File: src/rtl/sobel_calc_pkg.sv
// Shared pixel/window types and FSM encoding for the Sobel engine.
package image_pkg;

   localparam int PIXEL_BITS = 4;

   typedef logic [PIXEL_BITS-1:0] pixel_t;
   typedef pixel_t [2:0][2:0] window3_t;

   typedef enum logic [2:0] {
      IDLE,
      GRAD,
      ABS,
      SUM,
      DONE,
      HOLD
   } calc_state_t;

   function automatic logic [6:0] ext7(input pixel_t p);
      return {3'b000, p};
   endfunction

endpackage

File: src/rtl/sobel_calc_if.sv
// Window handshake between the image buffer and the Sobel engine.
interface sobel_calc_if;
   import image_pkg::*;

   logic        calc_enable;
   window3_t    window_pixels;
   logic        calc_done;
   logic        result_valid;
   pixel_t      result_pixel;
   logic        edge_flag;
   logic [15:0] window_count;

   modport master (
      output calc_enable,
      output window_pixels,
      input  calc_done,
      input  result_valid,
      input  result_pixel,
      input  edge_flag,
      input  window_count
   );

   modport slave (
      input  calc_enable,
      input  window_pixels,
      output calc_done,
      output result_valid,
      output result_pixel,
      output edge_flag,
      output window_count
   );

endinterface

File: src/rtl/sobel_calc_kernel.sv
// Combinational Sobel Gx/Gy over a 3x3 window, 7-bit two's complement.
module sobel_kernel
   import image_pkg::*;
(
   input  window3_t          win_i,
   output logic signed [6:0] gx_o,
   output logic signed [6:0] gy_o
);

   logic [6:0] xp, xn, yp, yn;

   assign xp = ext7(win_i[0][2])
             + (ext7(win_i[1][2]) << 1)
             + ext7(win_i[2][2]);
   assign xn = ext7(win_i[0][0])
             + (ext7(win_i[1][0]) << 1)
             + ext7(win_i[2][0]);
   assign yp = ext7(win_i[2][0])
             + (ext7(win_i[2][1]) << 1)
             + ext7(win_i[2][2]);
   assign yn = ext7(win_i[0][0])
             + (ext7(win_i[0][1]) << 1)
             + ext7(win_i[0][2]);

   // |G| <= 60 on each axis, so the 7-bit difference never wraps
   assign gx_o = xp - xn;
   assign gy_o = yp - yn;

endmodule

File: src/rtl/sobel_calc.sv
// Sobel gradient engine: capture, grad, abs, sum/saturate, done pulse.
module sobel_calc
   import image_pkg::*;
#(
   parameter int SHIFT     = 3,
   parameter int THRESHOLD = 32
)
(
   input  logic         clk,
   input  logic         rst,
   sobel_calc_if.slave  bus
);

   localparam logic [7:0] THR8 = 8'(THRESHOLD);

   calc_state_t state_q, state_d;

   window3_t          win_q;
   logic signed [6:0] gx_d, gy_d, gx_q, gy_q;
   logic signed [6:0] gx_n, gy_n;
   logic [5:0]        ax_d, ay_d, ax_q, ay_q;
   logic [6:0]        mag, mag_sh;
   pixel_t            res_d, res_q;
   logic              flag_d, flag_q;
   logic              done_d, done_q;
   logic [15:0]       cnt_d, cnt_q;

   sobel_kernel u_kernel (
      .win_i (win_q),
      .gx_o  (gx_d),
      .gy_o  (gy_d)
   );

   assign gx_n   = -gx_q;
   assign gy_n   = -gy_q;
   assign ax_d   = gx_q[6] ? gx_n[5:0] : gx_q[5:0];
   assign ay_d   = gy_q[6] ? gy_n[5:0] : gy_q[5:0];
   assign mag    = {1'b0, ax_q} + {1'b0, ay_q};
   assign mag_sh = mag >> SHIFT;
   assign res_d  = (mag_sh > 7'd15) ? 4'hF : mag_sh[3:0];
   assign flag_d = ({1'b0, mag} >= THR8);

   always_ff @(posedge clk) begin
      if (rst) state_q <= IDLE;
      else     state_q <= state_d;
   end

   always_comb begin
      state_d = state_q;
      unique case (state_q)
         IDLE:    if (bus.calc_enable) state_d = GRAD;
         GRAD:    state_d = ABS;
         ABS:     state_d = SUM;
         SUM:     state_d = DONE;
         DONE:    state_d = HOLD;
         HOLD:    state_d = IDLE;
         default: state_d = IDLE;
      endcase
   end

   always_comb begin
      done_d = 1'b0;
      cnt_d  = cnt_q;
      if (state_q == DONE) begin
         done_d = 1'b1;
         if (cnt_q != 16'hFFFF) cnt_d = cnt_q + 16'd1;
      end
   end

   always_ff @(posedge clk) begin
      if (rst) begin
         win_q  <= '0;
         gx_q   <= '0;
         gy_q   <= '0;
         ax_q   <= '0;
         ay_q   <= '0;
         res_q  <= '0;
         flag_q <= 1'b0;
         done_q <= 1'b0;
         cnt_q  <= '0;
      end else begin
         if (state_q == IDLE && bus.calc_enable)
            win_q <= bus.window_pixels;
         if (state_q == GRAD) begin
            gx_q <= gx_d;
            gy_q <= gy_d;
         end
         if (state_q == ABS) begin
            ax_q <= ax_d;
            ay_q <= ay_d;
         end
         if (state_q == SUM) begin
            res_q  <= res_d;
            flag_q <= flag_d;
         end
         done_q <= done_d;
         cnt_q  <= cnt_d;
      end
   end

   assign bus.calc_done    = done_q;
   assign bus.result_valid = done_q;
   assign bus.result_pixel = res_q;
   assign bus.edge_flag    = flag_q;
   assign bus.window_count = cnt_q;

endmodule

File: src/flat_wrapper.sv
// flat-port wrapper written by rule: the top's interface ports become plain ports
module sobel_calc_flat import image_pkg::*;
#(
   parameter int SHIFT     = 3,
   parameter int THRESHOLD = 32
)
  (clk, rst, bus_calc_enable, bus_window_pixels, bus_calc_done, bus_result_valid, bus_result_pixel, bus_edge_flag, bus_window_count);
  sobel_calc_if bus_i ();
  input  logic clk;
  input  logic rst;
  input wire logic [$bits(bus_i.calc_enable)-1:0] bus_calc_enable;
  input wire logic [$bits(bus_i.window_pixels)-1:0] bus_window_pixels;
  output wire logic [$bits(bus_i.calc_done)-1:0] bus_calc_done;
  output wire logic [$bits(bus_i.result_valid)-1:0] bus_result_valid;
  output wire logic [$bits(bus_i.result_pixel)-1:0] bus_result_pixel;
  output wire logic [$bits(bus_i.edge_flag)-1:0] bus_edge_flag;
  output wire logic [$bits(bus_i.window_count)-1:0] bus_window_count;
  assign bus_i.calc_enable = bus_calc_enable;
  assign bus_i.window_pixels = bus_window_pixels;
  assign bus_calc_done = bus_i.calc_done;
  assign bus_result_valid = bus_i.result_valid;
  assign bus_result_pixel = bus_i.result_pixel;
  assign bus_edge_flag = bus_i.edge_flag;
  assign bus_window_count = bus_i.window_count;
  sobel_calc #(.SHIFT(SHIFT), .THRESHOLD(THRESHOLD)) u_core (.clk(clk), .rst(rst), .bus(bus_i));
endmodule
File: config.mk
export PLATFORM = sky130hd
export DESIGN_NAME = sobel_calc_flat
export DESIGN_NICKNAME = d
export VERILOG_FILES = /design/src/rtl/sobel_calc_pkg.sv /design/src/rtl/sobel_calc_if.sv /design/src/rtl/sobel_calc_kernel.sv /design/src/rtl/sobel_calc.sv /design/src/flat_wrapper.sv
export SDC_FILE = /design/constraint.sdc
export NUM_CORES = 1
export LEC_CHECK = 0
export ABC_AREA = 1
export BUFFER_PORTS_ARGS = -buffer_cell sky130_fd_sc_hd__clkbuf_2
export CAP_MARGIN = 25
export CORE_ASPECT_RATIO = 0.9
export CORE_UTILIZATION = 23
export DETAILED_ROUTE_END_ITERATION = 6
export MAX_ROUTING_LAYER = met4
export SYNTH_ARGS = -nofsm -noshare
export SYNTH_HDL_FRONTEND = slang
export SYNTH_SLANG_ARGS = --single-unit
export TNS_END_PERCENT = 10
File: constraint.sdc
create_clock -name clk -period 4 [get_ports clk]
set_input_delay 0.4 -clock clk [delete_from_list [all_inputs] [get_ports clk]]
set_output_delay 0.4 -clock clk [all_outputs]
set_load 0.01 [all_outputs]
# After elaboration in Yosys (flattened, before gate mapping)
# Index checks and enable logic that the tools add are counted.
# totals
word_cells	48
regBits	83
inputBits	39
output_inout_bits	23
# op_classes
magnitude_cmp	2
n_eq_ne	6
reduce_logical	3
n_mux	6
addsub	14
# op_table
op	count
$add 4x5->6	4
$add 6x4->7	3
$add 16x1->16 const B	1
$ne 16x16->1 const B	1
$pmux 3 s5	1
$sub 7x7->7	2
$mux 6	2
$neg 6->6	2
$add 6x6->7	1
$add 7x4->7	1
$ge 7x6->1 const B	1
$eq 3x2->1 const B	2
$gt 4x4->1 const B	1
$mux 4	1
$eq 3x1->1 const B	1
$eq 3x3->1 const B	1
$logic_not 3->1	1
$mux 3	1
$ne 2x2->1 const B	1
$reduce_and 2->1	1
$logic_and 1x1->1	1
$mux 1	1

# Longest topological paths before layout
# Gate-level depths: netlist (run 1).
# logic_depth
ltp_word	3
mapped_depth	17
depth_no_buf	17

# Cells and area by module
# Synthesis (run 1) repeated with hierarchy kept, for this count alone.
# unflattened
hier_cells	684
hier_area_um2	5222.5
# by_module_without_submodules
module	n_inst	cells_each	area_per_inst_um2	seq_area_each_um2
sobel_calc	1	526	3921.3	1741.7
sobel_kernel	1	158	1301.2	0.0

# Least setup slack after synthesis (run 1)
# Ideal clock, no wire load.
# synth_timing
path_type	reg2reg
from	register u_core.win_q[1] (netlist bit)
to	register u_core.gy_q[4]
setup_ns	0.113
t_required_ns	3.887
n_path_buf	0
synth_period_minus_slack_ns	3.499
arrival_time_ns	3.386
path_slack_ns	0.501
stages_incl_launch_ff	15
path_cell_list	dfxtp_1 ha_1 fa_1 xnor2_1 fa_1 fa_1 inv_1 fa_1 inv_1 ha_1 nand2_1 nand3_1 xor2_1 o21ai_1 inv_1
# synth_between
elab_chain_len	3
# synth_lines
element	line_no	text
start, declared	sobel_calc.sv:18	window3_t win_q;
start signal, assigned	sobel_calc.sv:83	win_q <= bus.window_pixels;
$add 4x5->6	sobel_calc_kernel.sv:22	+ (ext7(win_i[0][1]) << 1)
$add 7x4->7	sobel_calc_kernel.sv:23	+ ext7(win_i[0][2]);
$sub 7x7->7	sobel_calc_kernel.sv:27	assign gy_o = yp - yn;
end signal, assigned	sobel_calc.sv:86	gy_q <= gy_d;
end, declared	sobel_calc.sv:19	logic signed [6:0] gx_d, gy_d, gx_q, gy_q;
# No other way between the ends.
# A chain may end at the register's enable or synchronous reset.

# Worst setup path after layout (run 1)
# layout_timing
from	register u_core.win_q[1] (netlist bit)
to	register u_core.gy_q[6]
# The elaborated chain is that of the path after synthesis.

==> run summary, run 1 <==
The logs give 2322 for the fill cell instance count of the final layout and 59 for the maximum number of pins on one net before global-route repair. The most common cell in the synthesized netlist is sky130_fd_sc_hd__inv_1. The internal portion of the total power is 1.929 mW. The register bit total from synthesis works out to 83. Yosys mapped a number of flops with a built-in enable equal to 0. The number of nets in the synthesized netlist is 743. In this run the standard cell core region covers 0.02108 mm2. In this run, the clock network consumes 24.9% of the power. Input and output buffers added on the ports amount to 57. Cells fill 27.82% of the core in the end. The most used flip-flop cell after synthesis is sky130_fd_sc_hd__dfxtp_1. After legalization and detailed placement, the total HPWL measured 8030 um. For the worst setup path, the data required time is 4.23 ns. Wires add up to 10490 um. Synthesis produced a netlist whose cell count is 643. The run gives 10.55% as the global router's overall resource usage.

The I/O pin count is 62. The clock period minus worst slack works out to 3.720 ns. The clock input transition at the sequential cells of the worst setup and hold paths was 0.06 ns.

The logs give 0 for the leftover overflow at the end of global routing and 4001 for the detailed-route via count. STA classifies the critical path startpoint as a flip-flop. The tools report the number of max-slew violations in the final report as 0.

The share of the Yosys chip area taken by registers is 33.15%. After Yosys synthesis, and, or, nand and nor cells account for 15.23% of the synthesized area. The first-pass GRT wire length came out at 18130 um. The post-synthesis cell type with the largest combined area was sky130_fd_sc_hd__dfxtp_1. Along the worst path, the maximum fanout reaches 5. Summing every instance area after synthesis gives 0.005012 mm2. The async set or reset register ratio after synthesis is 0%. Arithmetic-cell share of the synthesized area counting full adders, half adders and majority gates: 19.42%. The worst setup path is captured at a flip-flop.

The startpoint-to-endpoint class of the critical path is flip-flop to flip-flop. The final clock period utilization by the worst path was 93.00%; the synthesis-to-finish area growth was 17.00%. The insertion delay of the later-clocked pin in the worst-skew pair is 0.33 ns.

The leakage power figure came out at 2.597 nW. The total power draw came out at 3.090 mW. At the end of routability-driven placement, the weighted congestion stood at 0.7895.

By area the synthesized netlist is led by sky130_fd_sc_hd__dfxtp_1 33%, sky130_fd_sc_hd__fa_1 11%, sky130_fd_sc_hd__inv_1 8.7%, sky130_fd_sc_hd__ha_1 8.2%, sky130_fd_sc_hd__a21oi_1 7.7%. The number of warnings reported in the yosys synthesis log is 0, and the total clock buffers created by CTS is 9. The first TritonRoute pass finished after 4 iterations. In this run, the number of DRC markers left after iteration 0 of detailed routing was 156. The number of hold violations in the final report is 0.

Adding up every negative setup slack in the final design gives 0 ns. Measured against its own limit, the worst slew margin works out to 39.88%. Of the post-synthesis cell area, the dominant cell type holds 33.15%. The floorplan step defined a die boundary enclosing 0.02239 mm2. Max-cap violations in this run came to 0. The H-tree depth reported by CTS is 3, and the power density normalized to cell area is 526.9 mW/mm2. For the clock skew, the log shows 0.008288 ns. The number of buffers inserted for hold repair after clock tree synthesis was 0; the starting density of the core was 23.77%.

The number of antenna diodes in the final layout is 0. Post-CTS timing repair inserted 0 buffers for setup. The analysis attributes to net switching a power of 1.161 mW. Gates resized during post-CTS repair numbered 0.

The tools report the initial antenna violation count as 0. The flow ran to the end, and the final reports show no timing, DRC or antenna violations. Once detail routing completed, the nets flagged for antenna violations numbered 0. The fraction of the mapped netlist area in compound gates came out at 17.05%. For the number of global-route vias before repair, the log shows 3832.

The path class of the tightest hold or removal check is input port to flip-flop. Data arrives at the worst endpoint at 3.95 ns. After synthesis, the mean cell area works out to 7.795 um2.

The per-cell via count in the routed design was 4.070; the setup violation total in the final timing report was 0. From left edge to right edge, the die measures 157.6 um. TritonCTS built the clock tree.

The post-synthesis xor/xnor area fraction works out to 3.844%. Distinct cell type count of the synthesized netlist: 33. Cells with a size suffix above 1 make up 14.20% of the layout. The tools report the final routed DRC violation total as 0. The longest clock path from root to sink contains 2 buffers.

Based on the critical path, the design can be clocked at up to 268.8 MHz. Per report_power, the sequential group accounts for 31.9% of the total. After synthesis, the share of cell area in mux cells is 0%.

For the pin with the worst max-slew slack, the measured transition is 0.8969 ns. At the end of the flow, the number of nets in the layout was 792. The run gives 83 as the number of sinks driven by the clock tree.

The worst voltage drop across the vdd grid was 236.9 uV. The switching power share of the total was 37.58%; the vertical die dimension was 142.0 um. After synthesis, the most frequently instantiated cells are 116 x sky130_fd_sc_hd__inv_1, 100 x sky130_fd_sc_hd__nand2_1, 83 x sky130_fd_sc_hd__dfxtp_1.

Setup repair after global routing left no endpoint under its margin. The largest family of logic cells by synthesized area was adder cells. Combinational logic burns 43.3% of the power. The number of rows in the core area was 50. After detailed routing, the average wire length per cell comes to 10.67 um.

The root buffer cell chosen for the clock tree is sky130_fd_sc_hd__clkbuf_16.
layout make-up:
| cell class | count | area (um2) | share of cell area, % |
|---|---|---|---|
| repair buffers | 60 | 320.3 | 5.462 |
| flip-flops and latches | 83 | 1662 | 28.33 |
| multi-input cells | 415 | 2789 | 47.56 |
| clock buffers | 14 | 264.0 | 4.502 |
| inverters | 123 | 461.7 | 7.873 |
| clock inverters | 2 | 10.01 | 0.1707 |
| well taps | 286 | 357.8 | 6.102 |
layer usage:
metal	share of wire, %	wire length, um	up-vias	global-route usage (%)
li1	-	-	2153	-
met4	2.0	211	0	3.730
met3	3.4	355	13	2.801
met2	46	4786	44	16.28
met5	0	0	-	-
met1	49	5138	1791	13.21
power by group through the flow:
stage	Clock, mW	Combinational, mW	Sequential [mW]
2_1_floorplan	0	1.06	0.988
3_3_place_gp	0	1.31	1.00
3_5_place_dp	0	1.34	1.00
4_1_cts	0.789	1.36	0.985
5_1_grt	0.828	1.58	0.999
6_report	0.768	1.34	0.984
metrics by stage:
step                      cell area [um2]  setup WS (ns)  std cells  hold slack [ns]
after global routing                 5864        0.05088        983           0.3544
after floorplan                      5012         0.5008        643           0.4275
after global placement               5570         0.3472        966           0.4398
after detailed placement             5590         0.3001        967           0.4451
final                                5864         0.2799        983           0.3410
after CTS                            5864         0.2811        983           0.3340
sequential cells by signal, summed over array words and instances (netlist names):
name                     count
u_core.bus.edge_flag         1
u_core.state_q               3
u_core.win_q                32
u_core.ay_q                  6
u_core.bus.calc_done         1
u_core.bus.result_pixel      4
u_core.bus.window_count     16
u_core.gy_q                  7
u_core.ax_q                  6
u_core.gx_q                  7
cells in the final DEF, fill, tap and decap left out, types with 21 or more instances in the layout:
cell,instances
sky130_fd_sc_hd__a21oi_1,77
sky130_fd_sc_hd__clkbuf_2,57
sky130_fd_sc_hd__dfxtp_1,83
sky130_fd_sc_hd__fa_1,28
sky130_fd_sc_hd__ha_1,33
sky130_fd_sc_hd__inv_1,116
sky130_fd_sc_hd__nand2_1,100
sky130_fd_sc_hd__nand3_1,21
sky130_fd_sc_hd__nor2_1,30
sky130_fd_sc_hd__o21ai_0,46
worst max-delay path, stage by stage, from the launching register on:
cell,delay [ns]
sky130_fd_sc_hd__dfxtp_1,0.33
sky130_fd_sc_hd__ha_1,0.21
sky130_fd_sc_hd__fa_1,0.40
sky130_fd_sc_hd__xnor2_1,0.19
sky130_fd_sc_hd__fa_1,0.46
sky130_fd_sc_hd__fa_1,0.51
sky130_fd_sc_hd__inv_1,0.05
sky130_fd_sc_hd__fa_1,0.50
sky130_fd_sc_hd__inv_1,0.04
sky130_fd_sc_hd__ha_1,0.36
sky130_fd_sc_hd__nand2_1,0.11
sky130_fd_sc_hd__nand2_1,0.05
sky130_fd_sc_hd__nand2_1,0.07
sky130_fd_sc_hd__nand3_1,0.10
sky130_fd_sc_hd__nand2_1,0.07
sky130_fd_sc_hd__nand3_1,0.06
sky130_fd_sc_hd__nand2_1,0.09
sky130_fd_sc_hd__inv_1,0.03
path summary, 6_finish.rpt:
path,start,to,slack (ns),cells past startpoint
worst max register to register,u_core.win_q[1],u_core.gy_q[6],0.28,17
worst min-delay path,bus_window_pixels[12],u_core.win_q[12],0.34,3
worst min register to register,u_core.win_q[6],u_core.win_q[6],0.45,2
worst max-delay path,u_core.win_q[1],u_core.gy_q[6],0.28,17
logic make-up (layout without fill, tap and decap cells):
| family | Yosys count | in the layout |
|---|---|---|
| AOI/OAI and AO/OA | 158 | 158 |
| xor gates and xnor gates | 22 | 22 |
| adders and majority gates | 61 | 61 |
| buffers and inverters | 145 | 199 |
| DFF | 83 | 83 |
| and+or+nand+nor | 174 | 174 |
Power figures use the tool's default switching activity.
==> inputs of run 2 (changes only) <==
- ABC_AREA: 1 -> default
==> run 2 against run 1 <==
Compared with the run above:
- core utilization is 0.21 points higher
- power decreased by 8.9%
- cell count down 6.0%
- critical endpoint unchanged
- global-route usage up 0.25 points
- wire length up 3.6%
- largest cell class unchanged
==> run summary, run 2 <==
The most common cell in the synthesized netlist is sky130_fd_sc_hd__nand2_1 (was sky130_fd_sc_hd__inv_1). The startpoint-to-endpoint class of the critical path is flip-flop to flip-flop (unchanged). The diode insertion count for antenna repair was 0 (unchanged); the starting density of the core was 23.77% (about the same). The run gives 4035 (was 4001) as the detailed-route via count. The register bank with the most flops is u_core.win_q (unchanged). Core footprint: 0.02102 mm2 (was 0.02108 mm2).

TritonCTS built the clock tree. The final clock period utilization by the worst path was 98.25% (was 93.00%). The number of standard cells after synthesis is 586 (was 643). The finished layout cell area is 0.005891 mm2 (was 0.005864 mm2), and the insertion delay of the later-clocked pin in the worst-skew pair is 0.33 ns (about the same). For the initial antenna violation count, the log shows 0 (unchanged).

The total die area is 0.02232 mm2 (was 0.02239 mm2). The run finished with clean final reports. Number of enable-type register cells in the synthesized netlist: 0 (unchanged).

The final routed DRC violation total is 0 (unchanged). The highest net fanout along the worst path is 2 (was 5). The leading cell type in the layout, fill and taps excluded was sky130_fd_sc_hd__nand2_1 (was sky130_fd_sc_hd__inv_1).

The category of the worst setup path capture point is a flip-flop (unchanged). The worst voltage drop across the vdd grid is 246.5 uV (was 236.9 uV), and the clock input transition at the sequential cells of the worst setup and hold paths is 0.07 ns (was 0.06 ns). The synthesis-to-finish area growth was 17.88% (was 17.00%); the multi-input combinational cell area was 0.002949 mm2 (was 0.002789 mm2). The post-synthesis sequential area ratio was 33.25% (was 33.15%); the timing-limited maximum frequency was 254.5 MHz (was 268.8 MHz). The worst relative slew slack is 37.92% (was 39.88%). The number of flip-flops under the largest register name was 32 (unchanged). The most frequently used flop master after synthesis is sky130_fd_sc_hd__dfxtp_1 (unchanged). The number of hold violations in the final report came out at 0 (unchanged). The clock skew was 0.01129 ns (was 0.008288 ns); the distinct cell type count of the synthesized netlist was 55 (was 33).

Deepest clock path buffer count: 2 (unchanged). The detailed-route wire length was 10870 um (was 10490 um); the clock period minus worst slack was 3.930 ns (was 3.720 ns). Max-cap check violation count: 0 (unchanged).

The per-cell via count in the routed design was 4.367 (was 4.070); the number of rows in the core area was 50 (unchanged). The clock tree root buffer cell is sky130_fd_sc_hd__clkbuf_16 (unchanged). The post-synthesis cell type with the largest combined area is sky130_fd_sc_hd__dfxtp_1 (unchanged).

The tools report the maximum number of pins on one net before global-route repair as 88 (was 59). The number of routed nets with antenna violations is 0 (unchanged). Nature of the critical path startpoint: a flip-flop (unchanged).

The first-pass iteration count of the detailed router was 4 (unchanged). Die span in x: 157.4 um (was 157.6 um). The number of nets in the layout is 733 (was 792), and the transition time of the tightest slew-check pin is 0.9312 ns (was 0.8969 ns).

The logs give 3879 (was 3832) for the number of global-route vias before repair and 0.001664 mm2 (was 0.001662 mm2) for the flip-flop and latch area. For the number of warnings reported in the yosys synthesis log, the log shows 0 (unchanged). The logs give 4.21 ns (was 3.95 ns) for the data arrival time at the worst-slack endpoint and 83 (unchanged) for the number of sinks driven by the clock tree.

The register bit total from synthesis came out at 83 (unchanged). The mean instance size in the synthesized netlist was 8.528 um2 (was 7.795 um2). The first-pass GRT wire length is 18630 um (was 18130 um). The fill cell instance count of the final layout came out at 2296 (was 2322). The run gives 3 (unchanged) as the H-tree depth reported by CTS. For the global router's overall resource usage, the log shows 10.80% (was 10.55%). The async set or reset register ratio after synthesis was 0% (unchanged); the area share of the leading cell type in the synthesized netlist was 33.25% (was 33.15%). For the routability congestion estimate, the log shows 0.7776 (was 0.7895). The detailed placer's ending HPWL is 8112 um (was 8030 um), and the post-synthesis cell area is 0.004997 mm2 (was 0.005012 mm2). Leading post-synthesis cells by cell area: sky130_fd_sc_hd__dfxtp_1 33%, sky130_fd_sc_hd__fa_1 11%, sky130_fd_sc_hd__ha_1 8.3%, sky130_fd_sc_hd__nand2_1 6.9%, sky130_fd_sc_hd__a21oi_1 5.7% (was sky130_fd_sc_hd__dfxtp_1 33%, sky130_fd_sc_hd__fa_1 11%, sky130_fd_sc_hd__inv_1 8.7%, sky130_fd_sc_hd__ha_1 8.2%, sky130_fd_sc_hd__a21oi_1 7.7%). The final routed wire length divided by cell count was 11.76 um (was 10.67 um); the vertical die dimension was 141.8 um (was 142.0 um). The worst slack at placement was -0.03998 ns (was 0.3001 ns); the least setup slack across all paths after layout was 0.07007 ns (was 0.2799 ns). The power density normalized to cell area works out to 478.1 mW/mm2 (was 526.9 mW/mm2).

The layout cell share with drive strength beyond 1 is 15.83% (was 14.20%). Commonest cells after routing, fill and taps aside: 92 x sky130_fd_sc_hd__nand2_1, 81 x sky130_fd_sc_hd__dfxtp_1, 69 x sky130_fd_sc_hd__inv_1, 57 x sky130_fd_sc_hd__a21oi_1, 57 x sky130_fd_sc_hd__clkbuf_2 (was 116 x sky130_fd_sc_hd__inv_1, 100 x sky130_fd_sc_hd__nand2_1, 83 x sky130_fd_sc_hd__dfxtp_1, 77 x sky130_fd_sc_hd__a21oi_1, 57 x sky130_fd_sc_hd__clkbuf_2). The total clock buffers created by CTS is 9 (unchanged).

Setup repair after global routing could not meet its margin everywhere. Setup violation total in the final timing report: 0 (unchanged). The tools report the leftover overflow at the end of global routing as 0 (unchanged).

The leakage power figure was 2.398 nW (was 2.597 nW). The synthesized net count came out at 686 (was 743). The number of DRC markers in iteration 0 was 276 (was 156). Leading post-synthesis cells by instance count: 92 x sky130_fd_sc_hd__nand2_1, 83 x sky130_fd_sc_hd__dfxtp_1, 70 x sky130_fd_sc_hd__inv_1 (was 116 x sky130_fd_sc_hd__inv_1, 100 x sky130_fd_sc_hd__nand2_1, 83 x sky130_fd_sc_hd__dfxtp_1). For the instance area after placement, the log shows 0.005569 mm2 (was 0.005590 mm2). The logs give 4.28 ns (was 4.23 ns) for the required time of the critical path and 0 (unchanged) for the number of max-slew violations in the final report. The number of port buffers was 57 (unchanged); the I/O pin count was 62 (unchanged). The path category of the worst min-delay check is input port to flip-flop (unchanged).
run 2: cell count changes after synthesis, moves of 8 or more:
cell                       change
sky130_fd_sc_hd__mux2_2        +8
sky130_fd_sc_hd__o21ai_1      -17
sky130_fd_sc_hd__nor3_1        +8
sky130_fd_sc_hd__xor2_1        -9
sky130_fd_sc_hd__nor2b_1      +12
sky130_fd_sc_hd__a211oi_1     +12
sky130_fd_sc_hd__a21oi_1      -20
sky130_fd_sc_hd__a21oi_2       -8
sky130_fd_sc_hd__nand2_1       -8
sky130_fd_sc_hd__o21ai_0      -40
sky130_fd_sc_hd__inv_1        -46
sky130_fd_sc_hd__clkbuf_1      +8
run 2: worst paths after layout:
kind | from | to | slack (ns) | depth (start not counted)
worst max-delay path | u_core.win_q[1] | u_core.gy_q[6] | 0.07 | 13
worst min-delay path | bus_window_pixels[25] | u_core.win_q[25] | 0.28 | 3
worst max register to register | u_core.win_q[1] | u_core.gy_q[6] | 0.07 | 13
worst min register to register | u_core.win_q[23] | u_core.win_q[23] | 0.46 | 2
run 2: routing by layer:
layer | track usage, % | share of wire [%]
met2 | 16.42 | 45
met1 | 14.21 | 49
met4 | 3.679 | 1.6
met3 | 2.169 | 3.6
met5 | - | 0
run 2: per-stage QoR:
stage	TNS (ns)	hold WS [ns]	util (%)	cells	power, mW
2_1_floorplan	0	0.4363	-	586	1.735
3_3_place_gp	-0.001472	0.4488	26.49	907	1.963
3_5_place_dp	-0.03998	0.4526	26.49	907	1.986
4_1_cts	0	0.2746	27.97	924	2.844
5_1_grt	-0.02906	0.2925	28.02	924	3.043
6_report	0	0.2790	28.02	924	2.816
run 2: timing repair:
item	CTS	global route
hold buffers	0	0
setup endpoints to repair	1	1
pin swaps	8	2
hold endpoints to repair	0	0
resized for setup	4	2
setup buffers	1	0
run 2: critical path: stages, from the launching register on:
cell and delay [ns]:
sky130_fd_sc_hd__dfxtp_2 0.33, sky130_fd_sc_hd__ha_4 0.16, sky130_fd_sc_hd__fa_2 0.52, sky130_fd_sc_hd__inv_2 0.04, sky130_fd_sc_hd__fa_1 0.46, sky130_fd_sc_hd__fa_1 0.49, sky130_fd_sc_hd__inv_1 0.05, sky130_fd_sc_hd__fa_1 0.52
sky130_fd_sc_hd__inv_1 0.05, sky130_fd_sc_hd__ha_1 0.28, sky130_fd_sc_hd__a21o_1 0.17, sky130_fd_sc_hd__a221o_1 0.33, sky130_fd_sc_hd__or4_1 0.40, sky130_fd_sc_hd__nand3_1 0.08
run 2: report_power, final:
group          switching, mW  internal [mW]
combinational          0.527          0.461
sequential            0.0841          0.911
clock                  0.330          0.504
total                  0.941           1.88
run 2: layout make-up:
cell class              count  share of cell area, %
repair buffers             67                  6.117
flip-flops and latches     83                  28.25
well taps                 286                  6.075
inverters                  70                  4.460
multi-input cells         402                  50.06
clock buffers              13                  4.248
clock inverters             3                 0.7859
run 2: kinds of logic after synthesis:
kind of cell | synth area share, %
DFF | 33.25
xor gates and xnor gates | 2.454
AOI/OAI and AO/OA | 13.37
and+or+nand+nor | 20.43
buffers and inverters | 8.212
adders and majority gates | 19.48
muxes | 2.804
==> inputs of run 3 (changes only) <==
- PLACE_DENSITY_LB_ADDON: default -> 0.15
==> run 3 against run 2 <==
Compared with the run above:
- core utilization is 0.054 points higher
- via count is 0.94% lower
- setup slack better by 0.022 ns
- worst hold slack worse by 0.010 ns
- highest routed layer unchanged
- critical path depth stayed put
- clock-buffer cell count is 3 lower
- clock power is 7.2% higher
- register-to-register slack better by 0.02 ns
- fmax is 0.56% higher
- sequential share of layout area is 0.075 points lower
==> run summary, run 3 (synthesis results as in run 2) <==
The final routed DRC violation total is 0 (unchanged). The run finished with clean final reports. The startpoint-to-endpoint class of the critical path is flip-flop to flip-flop (unchanged). The data arrival time at the worst-slack endpoint is 4.19 ns (was 4.21 ns).

The tools report the max-cap check violation count as 0 (unchanged). The detailed placer's ending HPWL came out at 8526 um (was 8112 um). The internal power summed over all cells is 1.904 mW (was 1.875 mW). The category of the worst setup path capture point was a flip-flop (unchanged).

Clock skew: 0.005046 ns (was 0.01129 ns). The diode insertion count for antenna repair came out at 0 (unchanged). Layout cell share with drive strength beyond 1: 16.01% (was 15.83%). Initial antenna violation count: 0 (unchanged).

For the number of max-slew violations in the final report, the log shows 0 (unchanged). The run gives 50 (unchanged) as the number of rows in the core area. The clock input transition at the sequential cells of the worst setup and hold paths came out at 0.06 ns (was 0.07 ns). The tools report the maximum number of pins on one net before global-route repair as 88 (unchanged).

The leftover overflow at the end of global routing is 0 (unchanged). The leading cell type in the layout, fill and taps excluded is sky130_fd_sc_hd__nand2_1 (unchanged). The routability congestion estimate was 0.7085 (was 0.7776). The logs give 0 (unchanged) for the number of hold violations in the final report and 11.95% (was 10.80%) for the global router's overall resource usage. For the detailed-route wire length, the log shows 11760 um (was 10870 um). The fill cell instance count of the final layout is 2286 (was 2296). The synthesis-to-finish area growth was 18.10% (was 17.88%). The setup violation total in the final timing report was 0 (unchanged). The number of port buffers was 57 (unchanged). The power density normalized to cell area is 485.1 mW/mm2 (was 478.1 mW/mm2), and the die span in x is 157.4 um (unchanged). Final clock period utilization by the worst path: 97.70% (was 98.25%). The tools report the insertion delay of the later-clocked pin in the worst-skew pair as 0.35 ns (was 0.33 ns). For the first-pass iteration count of the detailed router, the log shows 4 (unchanged). The multi-input combinational cell area was 0.002957 mm2 (was 0.002949 mm2); the vertical die dimension was 141.8 um (unchanged).

The number of buffers inserted for hold repair after clock tree synthesis came out at 0 (unchanged). Leakage power figure: 2.411 nW (was 2.398 nW). The total die area is 0.02232 mm2 (unchanged). Setup repair after global routing could not meet its margin everywhere.

The path category of the worst min-delay check was input port to flip-flop (unchanged). Register bank with the most flops: u_core.win_q (unchanged). The run gives 62 (unchanged) as the I/O pin count. The final routed wire length divided by cell count works out to 12.74 um (was 11.76 um).

The number of DRC markers in iteration 0 is 120 (was 276), and the number of flip-flops under the largest register name is 32 (unchanged). The logs give 34.0% (was 35.1%) for the combinational share of power and 0.001663 mm2 (was 0.001664 mm2) for the flip-flop and latch area. The run gives 4.29 ns (was 4.28 ns) as the required time of the critical path. The H-tree depth reported by CTS is 3 (unchanged), and the first-pass GRT wire length is 20270 um (was 18630 um). The detailed-route via count was 3997 (was 4035). For the starting density of the core, the log shows 23.77% (unchanged).

For the total clock buffers created by CTS, the log shows 9 (unchanged). The count of buffers added by post-CTS timing repair for setup came out at 0 (was 1). The run gives 230.6 uV (was 246.5 uV) as the worst voltage drop across the vdd grid. The nature of the critical path startpoint is a flip-flop (unchanged). The transition time of the tightest slew-check pin is 0.9274 ns (was 0.9312 ns), and the core footprint is 0.02102 mm2 (unchanged).

The number of routed nets with antenna violations is 0 (unchanged). Per-cell via count in the routed design: 4.330 (was 4.367). Commonest cells after routing, fill and taps aside: 92 x sky130_fd_sc_hd__nand2_1, 82 x sky130_fd_sc_hd__dfxtp_1, 69 x sky130_fd_sc_hd__inv_1, 57 x sky130_fd_sc_hd__a21oi_1, 57 x sky130_fd_sc_hd__clkbuf_2 (was 92 x sky130_fd_sc_hd__nand2_1, 81 x sky130_fd_sc_hd__dfxtp_1, 69 x sky130_fd_sc_hd__inv_1, 57 x sky130_fd_sc_hd__a21oi_1, 57 x sky130_fd_sc_hd__clkbuf_2). The deepest clock path buffer count is 2 (unchanged). Number of global-route vias before repair: 4099 (was 3879).

The tools report the timing-limited maximum frequency as 255.9 MHz (was 254.5 MHz). The clock period minus worst slack is 3.908 ns (was 3.930 ns), and the finished layout cell area is 0.005902 mm2 (was 0.005891 mm2). Worst relative slew slack: 38.17% (was 37.92%). Switching component of the power: 0.9591 mW (was 0.9412 mW).

The run gives 31.2% (was 29.6%) as the clock network fraction of design power. TritonCTS built the clock tree. The final total negative setup slack is 0 ns (unchanged), and the instance area after placement is 0.005569 mm2 (unchanged). The switching power share of the total is 33.50% (was 33.42%), and the number of sinks driven by the clock tree is 83 (unchanged).

The share of total power in sequential cells came out at 34.8% (was 35.3%). The tools report the clock tree root buffer cell as sky130_fd_sc_hd__clkbuf_16 (unchanged). Highest net fanout along the worst path: 2 (unchanged). The run gives 732 (was 733) as the number of nets in the layout.
-- run 3: layout make-up --
cell class                      instances  area share (%)
Inverter                               70           4.452
Multi-Input combinational cell        402           50.10
Clock inverter                          6           1.357
Sequential cell                        83           28.17
Timing Repair Buffer                   66           5.978
Clock buffer                           10           3.880
Tap cell                              286           6.063
-- run 3: worst paths after layout --
| check | start | endpoint | slack (ns) | cells after the start |
|---|---|---|---|---|
| min | bus_window_pixels[23] | u_core.win_q[23] | 0.27 | 3 |
| max reg2reg | u_core.win_q[4] | u_core.gy_q[6] | 0.09 | 13 |
| min reg2reg | u_core.win_q[0] | u_core.win_q[0] | 0.46 | 2 |
| max | u_core.win_q[4] | u_core.gy_q[6] | 0.09 | 13 |
-- run 3: worst max-delay path, stage by stage, from the launching register on --
cell,delay [ns]
sky130_fd_sc_hd__dfxtp_1,0.34
sky130_fd_sc_hd__ha_4,0.17
sky130_fd_sc_hd__fa_2,0.52
sky130_fd_sc_hd__inv_2,0.04
sky130_fd_sc_hd__fa_1,0.48
sky130_fd_sc_hd__fa_1,0.49
sky130_fd_sc_hd__inv_1,0.05
sky130_fd_sc_hd__fa_1,0.50
sky130_fd_sc_hd__inv_1,0.05
sky130_fd_sc_hd__ha_1,0.28
sky130_fd_sc_hd__a21o_1,0.17
sky130_fd_sc_hd__a221o_1,0.30
sky130_fd_sc_hd__or4_1,0.40
sky130_fd_sc_hd__nand3_1,0.08
-- run 3: metal layers --
layer / part of all wire [%] / vias up / track usage [%]
li1: - / 2062 / -
met1: 52 / 1885 / 15.58
met2: 44 / 38 / 18.14
met3: 1.7 / 12 / 1.588
met4: 2.1 / 0 / 5.825
met5: 0 / - / -
-- run 3: timing repair --
item,CTS,global route
resized for setup,4,2
endpoints found under the setup margin,1,2
pin swaps,9,3
hold endpoints to repair,0,0
-- run 3: power groups by stage --
| stage | logic, mW | clock network (mW) | registers, mW |
|---|---|---|---|
| after floorplan | 0.750 | 0 | 0.985 |
| after global routing | 1.15 | 0.961 | 1.01 |
| after CTS | 0.992 | 0.930 | 0.998 |
| after detailed placement | 0.981 | 0 | 1.02 |
| after global placement | 0.973 | 0 | 1.01 |
| final | 0.972 | 0.894 | 0.997 |
-- run 3: through the flow --
| step | power (mW) | utilization (%) | std cells | hold slack [ns] | setup slack (ns) |
|---|---|---|---|---|---|
| 2_1_floorplan | 1.735 | - | 586 | 0.4363 | 0.007825 |
| 3_3_place_gp | 1.987 | 26.49 | 907 | 0.4475 | -0.03042 |
| 3_5_place_dp | 1.997 | 26.49 | 907 | 0.4468 | -0.03513 |
| 4_1_cts | 2.920 | 28.03 | 923 | 0.2523 | 0.05822 |
| 5_1_grt | 3.126 | 28.08 | 923 | 0.2691 | -0.04118 |
| 6_report | 2.863 | 28.08 | 923 | 0.2688 | 0.09202 |
